$ cat config.mk
export PLATFORM = sky130hd
export DESIGN_NAME = chk_err_sched
export DESIGN_NICKNAME = d
export VERILOG_FILES = /design/src/rtl/chk_pkg.sv /design/src/rtl/chk_rr_pick.sv /design/src/rtl/chk_err_sched.sv
export SDC_FILE = /design/constraint.sdc
export NUM_CORES = 1
export LEC_CHECK = 0
export ABC_CLOCK_PERIOD_IN_PS = 2900
export CORE_MARGIN = 5
export CORE_UTILIZATION = 51
export CTS_CLUSTER_DIAMETER = 50
export DETAILED_ROUTE_END_ITERATION = 7
export GPL_TIMING_DRIVEN = 1
export PLACE_DENSITY = 0.79
export SLEW_MARGIN = 10
export SYNTH_ARGS = -nofsm -noshare
export SYNTH_HDL_FRONTEND = slang
export SYNTH_HIERARCHICAL = 1
export SYNTH_SLANG_ARGS = --single-unit
$ cat constraint.sdc
create_clock -name clk -period 2.9 [get_ports clk]
set_input_delay 0.58 -clock clk [delete_from_list [all_inputs] [get_ports clk]]
set_output_delay 0.58 -clock clk [all_outputs]
set_load 0.05 [all_outputs]
$ cat src/rtl/chk_pkg.sv
// chk_pkg: shared types and helpers for the checker error-report scheduler.
`default_nettype none

package chk_pkg;

  typedef enum logic [0:0] {
    ST_RUN  = 1'b0,
    ST_HALT = 1'b1
  } state_e;

  localparam int CODE_W_DEF = 8;
  typedef logic [CODE_W_DEF-1:0] err_code_t;

  function automatic int src_w(input int nreq);
    return (nreq > 1) ? $clog2(nreq) : 1;
  endfunction

endpackage

`default_nettype wire

$ cat src/rtl/chk_rr_pick.sv
// chk_rr_pick: combinational round-robin picker, first request at or after ptr wins.
`default_nettype none

module chk_rr_pick
  import chk_pkg::*;
#(
  parameter int NREQ  = 4,
  parameter int SRC_W = src_w(NREQ)
) (
  input  logic [NREQ-1:0]  req,
  input  logic [SRC_W-1:0] ptr,
  output logic             gnt_vld,
  output logic [SRC_W-1:0] gnt_idx
);

  logic [SRC_W:0]   pos;
  logic [SRC_W-1:0] idx;

  // Scan from the farthest offset down so the nearest request overwrites the result.
  always_comb begin
    gnt_vld = 1'b0;
    gnt_idx = '0;
    pos     = '0;
    idx     = '0;
    for (int k = NREQ - 1; k >= 0; k--) begin
      pos = {1'b0, ptr} + (SRC_W+1)'(k);
      if (pos >= (SRC_W+1)'(NREQ)) begin
        pos = pos - (SRC_W+1)'(NREQ);
      end
      idx = pos[SRC_W-1:0];
      if (req[idx]) begin
        gnt_vld = 1'b1;
        gnt_idx = idx;
      end
    end
  end

endmodule

`default_nettype wire

$ cat src/rtl/chk_err_sched.sv
// chk_err_sched: buffers one error event per checker, round-robins them onto a
// valid/ready log channel, counts errors (saturating) and raises stop_req.
`default_nettype none

module chk_err_sched
  import chk_pkg::*;
#(
  parameter int NREQ    = 4,
  parameter int CODE_W  = 8,
  parameter int CNT_W   = 16,
  parameter int MAX_ERR = 1
) (
  input  logic                   clk,
  input  logic                   rst,
  input  logic [NREQ-1:0]        err_valid,
  input  logic [NREQ*CODE_W-1:0] err_code,
  input  logic                   clr,
  output logic                   log_valid,
  input  logic                   log_ready,
  output logic [src_w(NREQ)-1:0] log_src,
  output logic [CODE_W-1:0]      log_code,
  output logic [NREQ-1:0]        overflow,
  output logic [CNT_W-1:0]       err_count,
  output logic                   stop_req
);

  localparam int SRC_W = src_w(NREQ);
  localparam int PW    = $clog2(NREQ + 1);
  localparam int SUM_W = CNT_W + PW + 1;
  localparam logic [CNT_W-1:0] CNT_MAX = '1;

  logic [NREQ-1:0]   pend_q, pend_d;
  logic [CODE_W-1:0] pend_code_q [NREQ];
  logic [NREQ-1:0]   cap, drop, drain;
  logic [NREQ-1:0]   ovf_q, ovf_d;

  logic              vld_q, vld_d;
  logic [SRC_W-1:0]  src_q, src_d;
  logic [CODE_W-1:0] code_q, code_d;
  logic [SRC_W-1:0]  ptr_q, ptr_d;

  logic [CNT_W-1:0]  cnt_q, cnt_d;
  logic [CNT_W-1:0]  cnt_base;
  logic [PW-1:0]     pop;
  logic [SUM_W-1:0]  sum;
  logic              hit;
  state_e            state_q, state_d;

  logic              load;
  logic              gnt_vld;
  logic [SRC_W-1:0]  gnt_idx;

  chk_rr_pick #(
    .NREQ  (NREQ),
    .SRC_W (SRC_W)
  ) u_pick (
    .req     (pend_q),
    .ptr     (ptr_q),
    .gnt_vld (gnt_vld),
    .gnt_idx (gnt_idx)
  );

  // A slot that drains this cycle can accept a new event in the same cycle.
  always_comb begin
    load  = !vld_q || log_ready;
    drain = '0;
    if (load && gnt_vld) begin
      drain[gnt_idx] = 1'b1;
    end
    cap    = err_valid & (~pend_q | drain);
    drop   = err_valid & pend_q & ~drain;
    pend_d = err_valid | (pend_q & ~drain);
    ovf_d  = clr ? '0 : (ovf_q | drop);
  end

  always_comb begin
    vld_d  = vld_q;
    src_d  = src_q;
    code_d = code_q;
    ptr_d  = ptr_q;
    if (load) begin
      vld_d = gnt_vld;
      if (gnt_vld) begin
        src_d  = gnt_idx;
        code_d = pend_code_q[gnt_idx];
        ptr_d  = (gnt_idx == SRC_W'(NREQ - 1)) ? '0 : (gnt_idx + SRC_W'(1));
      end
    end
  end

  always_comb begin
    pop = '0;
    for (int i = 0; i < NREQ; i++) begin
      pop = pop + PW'(err_valid[i]);
    end
    cnt_base = clr ? '0 : cnt_q;
    sum      = SUM_W'(cnt_base) + SUM_W'(pop);
    cnt_d    = (sum > SUM_W'(CNT_MAX)) ? CNT_MAX : sum[CNT_W-1:0];
    hit      = (MAX_ERR != 0) && (64'(cnt_d) >= 64'(MAX_ERR));
  end

  always_comb begin
    state_d = state_q;
    case (state_q)
      ST_RUN:  if (hit) state_d = ST_HALT;
      ST_HALT: if (clr && !hit) state_d = ST_RUN;
      default: state_d = ST_RUN;
    endcase
  end

  always_ff @(posedge clk or posedge rst) begin
    if (rst) begin
      state_q <= ST_RUN;
    end else begin
      state_q <= state_d;
    end
  end

  always_ff @(posedge clk or posedge rst) begin
    if (rst) begin
      pend_q <= '0;
      ovf_q  <= '0;
      vld_q  <= 1'b0;
      src_q  <= '0;
      code_q <= '0;
      ptr_q  <= '0;
      cnt_q  <= '0;
      for (int i = 0; i < NREQ; i++) begin
        pend_code_q[i] <= '0;
      end
    end else begin
      pend_q <= pend_d;
      ovf_q  <= ovf_d;
      vld_q  <= vld_d;
      src_q  <= src_d;
      code_q <= code_d;
      ptr_q  <= ptr_d;
      cnt_q  <= cnt_d;
      for (int i = 0; i < NREQ; i++) begin
        if (cap[i]) begin
          pend_code_q[i] <= err_code[i*CODE_W +: CODE_W];
        end
      end
    end
  end

  assign log_valid = vld_q;
  assign log_src   = src_q;
  assign log_code  = code_q;
  assign overflow  = ovf_q;
  assign err_count = cnt_q;
  assign stop_req  = (state_q == ST_HALT);

endmodule

`default_nettype wire
After elaboration in Yosys (flattened, before gate mapping):

Cells that the tools add are included.

* $add $sub $neg: 12
* order comparisons: 13
* equality and inequality tests: 1
* muxes and demuxes: 33
* bitwise gates (word level): 11
* reduce and logical (&&, ||, !) cells: 7

Operators with widths (count)
* 16-bit 2-to-1 mux: 2
* 2-bit 2-to-1 mux: 9
* 16-bit by 3-bit adder with 17-bit output: 1
* 17-bit by 16-bit > comparator with 1-bit output (second input constant): 1
* 4-bit bitwise AND: 4
* 8-bit binary-select mux with 2-bit select: 1
* 16-bit by 1-bit greater-or-equal comparator with 1-bit output (second input constant): 1
* 8-bit 2-to-1 mux: 2
* 2-bit by 3-bit less-than comparator with 1-bit output (second input constant): 5
* 3-bit greater-or-equal comparator (second input constant): 4
* 4-bit bitwise OR: 3
* 1-bit 2-to-1 mux: 11
* 1-bit binary-select mux with 2-bit select: 4
* 4-bit 2-to-1 mux: 2
* 4-bit NOT: 2
* 2-bit by 1-bit subtractor with 2-bit output (second input constant): 4
* 2-bit by 2-bit adder with 3-bit output (second input constant): 2
* 2-bit by 1-bit adder with 3-bit output: 1
* 2-bit by 1-bit adder with 3-bit output (second input constant): 1
* 3-bit by 1-bit adder with 3-bit output: 1
* 2-bit by 3-bit greater-or-equal comparator with 1-bit output (second input constant): 1
* 1-bit logical AND: 3
* 2-bit NOT with 3-bit output: 1
* 1-bit by 1-bit adder with 2-bit output: 1
* other kinds (9): 10

* register bits after elaboration: 70
* input bits: 40
* output and inout port bits: 32
* logic and storage cells: 89

Longest topological paths before layout:

Gate-level depths: netlist of run 1.

* word-level depth: 18
* depth in mapped cells: 11
* depth with buffers taken out: 10

Hierarchy:

The synthesis of run 1 kept the hierarchy.

By module, submodules not included
* chk_err_sched: instances 1, cells each 291, area each 3392.0 um^2, sequential area each 1751.7 um^2
* chk_rr_pick: instances 1, cells each 13, area each 77.6 um^2, sequential area each 0.0 um^2

Worst setup path after synthesis of run 1:

Ideal clock, no wire load.

* path kind: input to register
* from: in err_valid[0]
* to: reg state_q, in the netlist stop_req
* setup time: 0.072 ns
* arrival: 3.344 ns
* data required time: 2.828 ns
* slack: -0.516 ns
* stages: 11
* path buffers: 1
* path through: fa_1 inv_1 fa_1 fa_1 and4b_4 nand4_4 or4_4 buf_6 o211ai_2 nor4_1 nand4_1

* word-level cells in the longest chain between the ends: 11
* elaborated cells on any way between the ends: 12
* classes of those cells: 4 x add/sub; 2 x order compare; 4 x mux; 2 x reduce/logical

Ends and longest elaborated chain
* from (decl): RTL line chk_err_sched.sv:15 `input logic [NREQ-1:0] err_valid,`
* 1-bit by 1-bit adder with 2-bit output *: RTL line chk_err_sched.sv:94 `pop = pop + PW'(err_valid[i]);`
* 2-bit by 1-bit adder with 3-bit output *: RTL line chk_err_sched.sv:94
* 3-bit by 1-bit adder with 3-bit output *: RTL line chk_err_sched.sv:94
* 16-bit by 3-bit adder with 17-bit output *: RTL line chk_err_sched.sv:97 `sum = SUM_W'(cnt_base) + SUM_W'(pop);`
* 17-bit by 16-bit > comparator with 1-bit output: RTL line chk_err_sched.sv:98 `cnt_d = (sum > SUM_W'(CNT_MAX)) ? CNT_MAX : sum[CNT_W-1:0];`
* 16-bit 2-to-1 mux *: RTL line chk_err_sched.sv:98
* 16-bit by 1-bit greater-or-equal comparator with 1-bit output *: RTL line chk_err_sched.sv:99 `hit = (MAX_ERR != 0) && (64'(cnt_d) >= 64'(MAX_ERR));`
* 1-bit logical NOT: RTL line chk_err_sched.sv:106 `ST_HALT: if (clr && !hit) state_d = ST_RUN;`
* 1-bit logical AND: RTL line chk_err_sched.sv:106
* 1-bit 2-to-1 mux: RTL line chk_err_sched.sv:106
* 1-bit one-hot mux with 2 select lines *: RTL line chk_err_sched.sv:104 `case (state_q)`
* named net state_d: RTL line chk_err_sched.sv:47 `state_e state_q, state_d;`
* to (signal assigned): RTL line chk_err_sched.sv:115 `state_q <= state_d;`
* to (decl): RTL line chk_err_sched.sv:47

The timed path passes the listed nets; every way through them passes the cells marked *.
A chain may end at the register's enable or synchronous reset.

Final worst setup path of run 1:

* from: in err_valid[3]
* to: reg state_q, in the netlist stop_req

* word-level cells in the longest chain between the ends: 9
* elaborated cells on any way between the ends: 10
* classes of those cells: 2 x add/sub; 2 x order compare; 4 x mux; 2 x reduce/logical

Ends and longest elaborated chain (RTL line)
* 3-bit by 1-bit adder with 3-bit output *: chk_err_sched.sv:94
* 16-bit by 3-bit adder with 17-bit output *: chk_err_sched.sv:97
* 17-bit by 16-bit > comparator with 1-bit output: chk_err_sched.sv:98
* 16-bit 2-to-1 mux *: chk_err_sched.sv:98
* 16-bit by 1-bit greater-or-equal comparator with 1-bit output *: chk_err_sched.sv:99
* 1-bit logical NOT: chk_err_sched.sv:106
* 1-bit logical AND: chk_err_sched.sv:106
* 1-bit 2-to-1 mux: chk_err_sched.sv:106
* 1-bit one-hot mux with 2 select lines *: chk_err_sched.sv:104
* named net state_d: chk_err_sched.sv:47

Marks and branches as above.

==> results of run 1 <==
[cells in the mapped netlist, types with 2 or more instances]
| cell | number |
|---|---|
| fa_1 | 3 |
| inv_1 | 12 |
| nor2_1 | 15 |
| buf_6 | 2 |
| nand2b_1 | 9 |
| xor2_1 | 3 |
| nand3_1 | 6 |
| a21boi_0 | 5 |
| nand4b_1 | 3 |
| ha_1 | 5 |
| nor4_1 | 3 |
| or2_2 | 5 |
| buf_2 | 8 |
| mux4_2 | 8 |
| nor2b_1 | 3 |
| a21oi_1 | 6 |
| nand2_1 | 51 |
| mux2i_1 | 2 |
| o31ai_1 | 3 |
| clkbuf_1 | 5 |
| xnor2_1 | 12 |
| dfrtp_1 | 70 |
| nand4_1 | 3 |
| o21ai_0 | 11 |
| mux2_2 | 32 |
[stage by stage]
stage | cells | area [µm²]
6_report | 492 | 4790
5_1_grt | 492 | 4790
3_3_place_gp | 469 | 4440
2_1_floorplan | 304 | 3480
3_5_place_dp | 469 | 4440
4_1_cts | 488 | 4720
[registers in the layout (all words and copies together) (netlist names)]
signal       flops
pend_code_q     32
err_count       16
log_code         8
overflow         4
pend_q           4
log_src          2
ptr_q            2
log_valid        1
stop_req         1
[power breakdown]
group | leakage, nW | total, mW | switching [mW] | internal, mW
clock network | 0.0931 | 0.794 | 0.390 | 0.403
logic | 1.13 | 2.10 | 1.07 | 1.03
registers | 0.852 | 1.59 | 0.237 | 1.35
total | 2.07 | 4.49 | 1.70 | 2.79
[critical path, delay by kind of cell]
kind | cells | cell delay (ps)
AND/OR/NAND/NOR | 4 | 810
AO/OA/AOI/OAI | 2 | 310
buffers and inverters | 4 | 450
adder cells (fa/ha/maj) | 3 | 1320
[logic make-up (layout without fill, tap and decap cells)]
kind of cell | Yosys count | in the layout | synth area share
adders and majority gates | 8 | 8 | 0.0353
AOI/OAI and AO/OA | 36 | 36 | 0.0710
DFF | 70 | 70 | 0.505
and+or+nand+nor | 106 | 106 | 0.153
muxes | 42 | 42 | 0.162
buffers and inverters | 27 | 135 | 0.0364
xor gates and xnor gates | 15 | 15 | 0.0379
[worst max-delay path by stage]
stage,endpoint,start,slack (ps),depth (start not counted)
floorplan,err_count[3]$_DFF_PP0_,err_valid[3],-280,10
global placement,stop_req$_DFF_PP0_,err_valid[3],-780,10
detailed placement,stop_req$_DFF_PP0_,err_valid[3],-930,10
CTS,stop_req$_DFF_PP0_,err_valid[0],-240,12
global route,stop_req$_DFF_PP0_,err_valid[3],-410,13
finish,stop_req$_DFF_PP0_,err_valid[3],-390,13
[metal layers]
layer | track usage | wire [µm] | part of all wire
met1 | 0.284 | 3660 | 0.42
met2 | 0.353 | 4340 | 0.49
met3 | 0.0536 | 597 | 0.068
met4 | 0.0743 | 204 | 0.023
met5 | 0 | 0 | 0
[cells in the final DEF, fill, tap and decap left out, types with 4 or more instances in the layout]
cell type	netlist	final
a21boi_0	5	5
clkdlybuf4s50_1	0	68
nand2b_1	9	9
or2_2	5	5
nand3_1	6	6
buf_6	2	4
a21oi_1	6	6
ha_1	5	5
clkbuf_8	0	9
nor2_1	15	15
dfrtp_1	70	70
o21ai_0	11	4
mux4_2	8	8
mux2_2	32	32
o21ai_2	1	8
buf_4	0	31
nand2_2	0	6
inv_1	12	10
nand2_1	51	45
xnor2_1	12	12
[area by class of cell]
cell class	count	share of cell area
clock buffers	10	0.0266
clock inverters	6	0.0149
flip-flops and latches	70	0.366
repair buffers	107	0.212
multi-input cells	207	0.351
well taps	80	0.0209
inverters	12	0.00940
[what timing repair did]
action                                  4_1_cts  5_1_grt
hold buffers                                  0        0
endpoints found under the setup margin       17       17
gates resized for setup                      36       11
endpoints found under the hold margin         0        0
setup buffers                                 3        4
gates cloned                                  0        0
pin swaps                                    10       11
==> impl_results.md, run 1 <==
* Status: finished with violations
* Failing checks: negative setup slack
* Hold Path Stages at 2
* # IOs at 72
* Syn Area/Cell at 11.4 µm²
* Top area cells in the synthesized netlist: dfrtp_1 50%, mux2_2 10%, nand2_1 5.5%, mux4_2 5.2%, xnor2_1 3.0%
* Initial antenna violation count at 0
* CTS Buf Count at 9
* Clock sink count at 70
* ANT cells at 0
* Clk pin slew, worst setup/hold paths at 80 ps
* PnR worst setup slack at -386 ps
* Final setup fails at 17
* Yosys reg bits at 70
* Worst setup EP type: register
* DR vias/cell at 5.62
* Post-synthesis sequential area ratio at 0.505
* CTS tree: yes
* Total design power at around 4.5 mW
* Max clock buf depth at 2
* Syn Inst Count at about 300
* Final wirelength at 8.80 mm
* Clock Latency Late Sink at 350 ps
* Tmin final at 3290 ps
* Hold Path End: log_code[3]$_DFFE_PP0P_
* Maximum vdd ir drop at roughly 0.00045 V
* Clk root buf: clkbuf_8
* Tcrit/Tclk final at 1.13
* H-Tree Depth at 3
* Area grow syn2layout at 38.0%
* Area of the multi-input gates at 0.00168 mm²
* Post-detail-place hpwl at 5.91 mm
* Flop2flop setup slack at approximately 60 ps
* Placement Rows at 30
* Total GRT Usage at 0.217
* Leakage power at 2.07 nW
* First drt pass iteration count at 5
* Max Fclk at 0.304 GHz
* WS Path Type: in2reg
* CP max stage delay at between 500 and 600 ps
* Element type at the critical path start: input port
* Via count at 2767
* GPL Wtd Cong at 0.838
* Hold Path Origin: log_code[3]$_DFFE_PP0P_
* Vias in the first global route at 2868
* Share of post-route cells with drive strength above 1 at 0.308
* Skew final at 7.19 ps
* Yosys top cell by area: dfrtp_1
* FILL cells at 460
* Post-synth EDFFs at 0
* Worst r2r src: err_count[0]$_DFF_PP0_
* Critical Path AT at ~3500 ps
* Setup_tns at -4540 ps
* Util after Layout at 0.713
* DIE HEIGHT at 92.5 µm
* R2r endpoint: stop_req$_DFF_PP0_
* Final nets at 455
* Async S/R FF share, synth at 1.00
* Initial drt markers at 266
* Main flop type after synthesis: dfrtp_1
* Die width at between 90 and 100 µm
* Slew Limit Fails at 0
* # DRC at 0
* Yosys top cell area share at 0.505
* Syn_nets at 352
* Worst path cell trace: buf_8 > fa_1 > inv_2 > fa_2 > fa_2 > nand4b_1 > buf_4 > buf_6 > a2bb2oi_2 > o211ai_1 > nand4_1 > nor4_2 > nand4_1
* Antenna viol nets, final at 0
* Post-synthesis cell type count at 44
* Die area at 0.00855 mm²
* Hold Vio Cnt, Final at 0
* RSZ-0062 raised after global routing: yes
* Crit path max-delay cell type: fa_1
* Power per standard cell area at 937 mW/mm²
* Congestion Overflow GR at 0
* Slew HR at 0.647
* DR WL/cell at 17.9 µm
* Cell Area, Synth at 0.00347 mm²
* Worst Path Max Fanout at 3
* Register area at roughly 0.0018 mm²
* Max_cap viols at 0
* PortBufs at 71
* Req. time, crit path at roughly 3100 ps
* Yosys warns at 6
* Worst hold slack at about 480 ps
* Pre-CTS setup slack at -932 ps
* Wire length of the first global-routing pass at 14.4 mm
* Largest net degree at the start of global routing at 49
* Core area at ~0.0067 mm²
* Worst slew pin tran at around 520 ps
* Register-to-Register Path Depth at 11
* Worst Hold Class: reg2reg
* Initial Util at 0.516
Note: power is estimated with default switching activity, not from simulation.
==> inputs of run 2 (changes only) <==
Settings changed: RECOVER_POWER set to 25.
==> run 2 against run 1 <==
The run still ends with negative setup slack left. Final cell count stayed put. Utilization shrank 0.22 points. Sequential power is essentially flat. Design area fell by 0.31%. Register-to-register slack better by 30 ps. Worst setup slack improved by 35 ps. Sequential share of layout area rose by 0.11 points. Clock skew grew 0.60 ps. Critical path depth is the same. Power fell by 0.18%. First-iteration DRC count is 6.4% higher. Critical path type unchanged.
==> impl_results.md, run 2 (synthesis results as in run 1) <==
* Status: finished with violations (unchanged)
* Failing checks: negative setup slack (unchanged)
* Power per standard cell area at 938 mW/mm² (was 937 mW/mm²)
* Total design power at 4.48 mW (was 4.49 mW)
* DIE HEIGHT at 92.5 µm (unchanged)
* Initial Util at 0.516 (unchanged)
* Worst Hold Class: reg2reg (unchanged)
* # DRC at 0 (unchanged)
* Commonest non-fill, non-tap cell in the layout: dfrtp_1 (unchanged)
* Pre-CTS setup slack at -932 ps (unchanged)
* Worst r2r src: err_count[0]$_DFF_PP0_ (unchanged)
* Congestion Overflow GR at 0 (unchanged)
* Largest net degree at the start of global routing at 49 (unchanged)
* Post-detail-place hpwl at 5.91 mm (unchanged)
* Total GRT Usage at 0.217 (unchanged)
* Die width at 92.5 µm (unchanged)
* Core area at 0.00672 mm² (unchanged)
* Element type at the critical path start: input port (unchanged)
* Area grow syn2layout at 37.6% (was 38.0%)
* Clock sink count at 70 (unchanged)
* Register-to-Register Path Depth at 11 (unchanged)
* Hold Path Stages at 2 (unchanged)
* Busiest grt layer: met2 (unchanged)
* Number of flip-flops under the largest register name at 32 (unchanged)
* Max Fclk at 0.308 GHz (was 0.304 GHz)
* Slew Limit Fails at 0 (unchanged)
* Antenna viol nets, final at 0 (unchanged)
* RSZ-0062 raised after global routing: yes (unchanged)
* CTS tree: yes (unchanged)
* Final wirelength at 8.76 mm (was 8.80 mm)
* Tcrit/Tclk final at 1.12 (was 1.13)
* Req. time, crit path at 3100 ps (about the same)
* Flop2flop setup slack at 90 ps (was 60 ps)
* Met2 Use GR at 0.353 (unchanged)
* Skew final at 7.79 ps (was 7.19 ps)
* Hold Path End: log_code[0]$_DFFE_PP0P_ (was log_code[3]$_DFFE_PP0P_)
* R2r endpoint: stop_req$_DFF_PP0_ (unchanged)
* Worst Path Max Fanout at 3 (unchanged)
* Placement Rows at 30 (unchanged)
* Initial drt markers at 283 (was 266)
* Share of post-route cells with drive strength above 1 at 0.306 (was 0.308)
* Util after Layout at 0.711 (was 0.713)
* Cell Area, Placed at 0.00444 mm² (unchanged)
* DR WL/cell at 17.8 µm (was 17.9 µm)
* Vias in the first global route at 2868 (unchanged)
* Max clock buf depth at 2 (unchanged)
* Clock Latency Late Sink at 350 ps (about the same)
* Wire length of the first global-routing pass at 14.4 mm (unchanged)
* # IOs at 72 (unchanged)
* Clk pin slew, worst setup/hold paths at 70 ps (was 80 ps)
* Final setup fails at 17 (unchanged)
* Most flop-heavy register: pend_code_q (unchanged)
* Hold-fix buffers, CTS at 0 (unchanged)
* Leakage power at 2.07 nW (about the same)
* Worst slew pin tran at 1100 ps (was 517 ps)
* GPL Wtd Cong at 0.838 (unchanged)
* Tmin final at 3250 ps (was 3290 ps)
* Met3 usage at 0.0536 (unchanged)
* Clk root buf: clkbuf_8 (unchanged)
* Setup_tns at -4520 ps (was -4540 ps)
* Slew HR at 0.265 (was 0.647)
* Highest-count cells in the layout ignoring fill and taps: 70 x dfrtp_1, 66 x clkdlybuf4s50_1, 45 x nand2_1 (was 70 x dfrtp_1, 68 x clkdlybuf4s50_1, 45 x nand2_1)
* PnR worst setup slack at -351 ps (was -386 ps)
* ANT cells at 0 (unchanged)
* Final nets at 455 (unchanged)
* Maximum vdd ir drop at 0.000451 V (about the same)
* Final Cell Area at 0.00477 mm² (was 0.00479 mm²)
* Hold Path Origin: log_code[0]$_DFFE_PP0P_ (was log_code[3]$_DFFE_PP0P_)
* First drt pass iteration count at 6 (was 5)
* Hold Vio Cnt, Final at 0 (unchanged)
* PortBufs at 71 (unchanged)
* Met1 Usage GRT at 0.284 (unchanged)
* H-Tree Depth at 3 (unchanged)
* WS Path Type: in2reg (unchanged)
* Via count at 2751 (was 2767)
* Initial antenna violation count at 0 (unchanged)
* Die area at 0.00855 mm² (unchanged)
* Worst setup EP type: register (unchanged)
* Max_cap viols at 0 (unchanged)
* CTS Buf Count at 9 (unchanged)
* DR vias/cell at 5.59 (was 5.62)
* Critical Path AT at 3450 ps (was 3490 ps)
run 2: worst max-delay path, cell delays in order:
cell       delay (ps)
buf_8             100
fa_1              540
inv_2              40
fa_2              360
fa_2              420
nand4b_1          240
buf_4             200
buf_6             110
a2bb2oi_2         120
o211ai_1          180
nand4_1           130
nor4_2            270
nand4_1           140
run 2: worst max path at each step:
stage	start	endpoint	slack (ps)	depth (start not counted)
floorplan	err_valid[3]	err_count[3]$_DFF_PP0_	-280	10
global placement	err_valid[3]	stop_req$_DFF_PP0_	-780	10
detailed placement	err_valid[3]	stop_req$_DFF_PP0_	-930	10
CTS	err_valid[0]	stop_req$_DFF_PP0_	-240	12
global route	err_valid[3]	stop_req$_DFF_PP0_	-410	13
finish	err_valid[3]	stop_req$_DFF_PP0_	-350	13
run 2: final cells by class:
type	instances	area, µm²
timing repair buffer	107	998
clock buffer	10	128
clock inverter	6	71.3
tap	80	100
sequential	70	1750
inverter	12	45.0
fill	462	1940
multi-input combinational	207	1680
run 2: stage by stage:
stage	cells	hold WS, ps
after CTS	488	481
after global routing	492	502
after global placement	469	458
after detailed placement	469	462
final	492	476
after floorplan	304	474
run 2: repair_timing:
action / in CTS / in global routing
endpoints found under the hold margin: 0 / 0
pin swaps: 10 / 11
gates resized for setup: 36 / 11
endpoints found under the setup margin: 17 / 17
setup buffers: 3 / 4
run 2: power by group:
part	switching (mW)	internal [mW]	total (mW)
Clock	0.390	0.403	0.793
Sequential	0.237	1.35	1.59
Combinational	1.07	1.03	2.10
run 2: routing by layer:
| layer | share of wire | vias to the layer above |
|---|---|---|
| li1 | - | 1254 |
| met1 | 0.42 | 1348 |
| met2 | 0.49 | 129 |
| met3 | 0.064 | 20 |
| met4 | 0.022 | 0 |
| met5 | 0 | - |
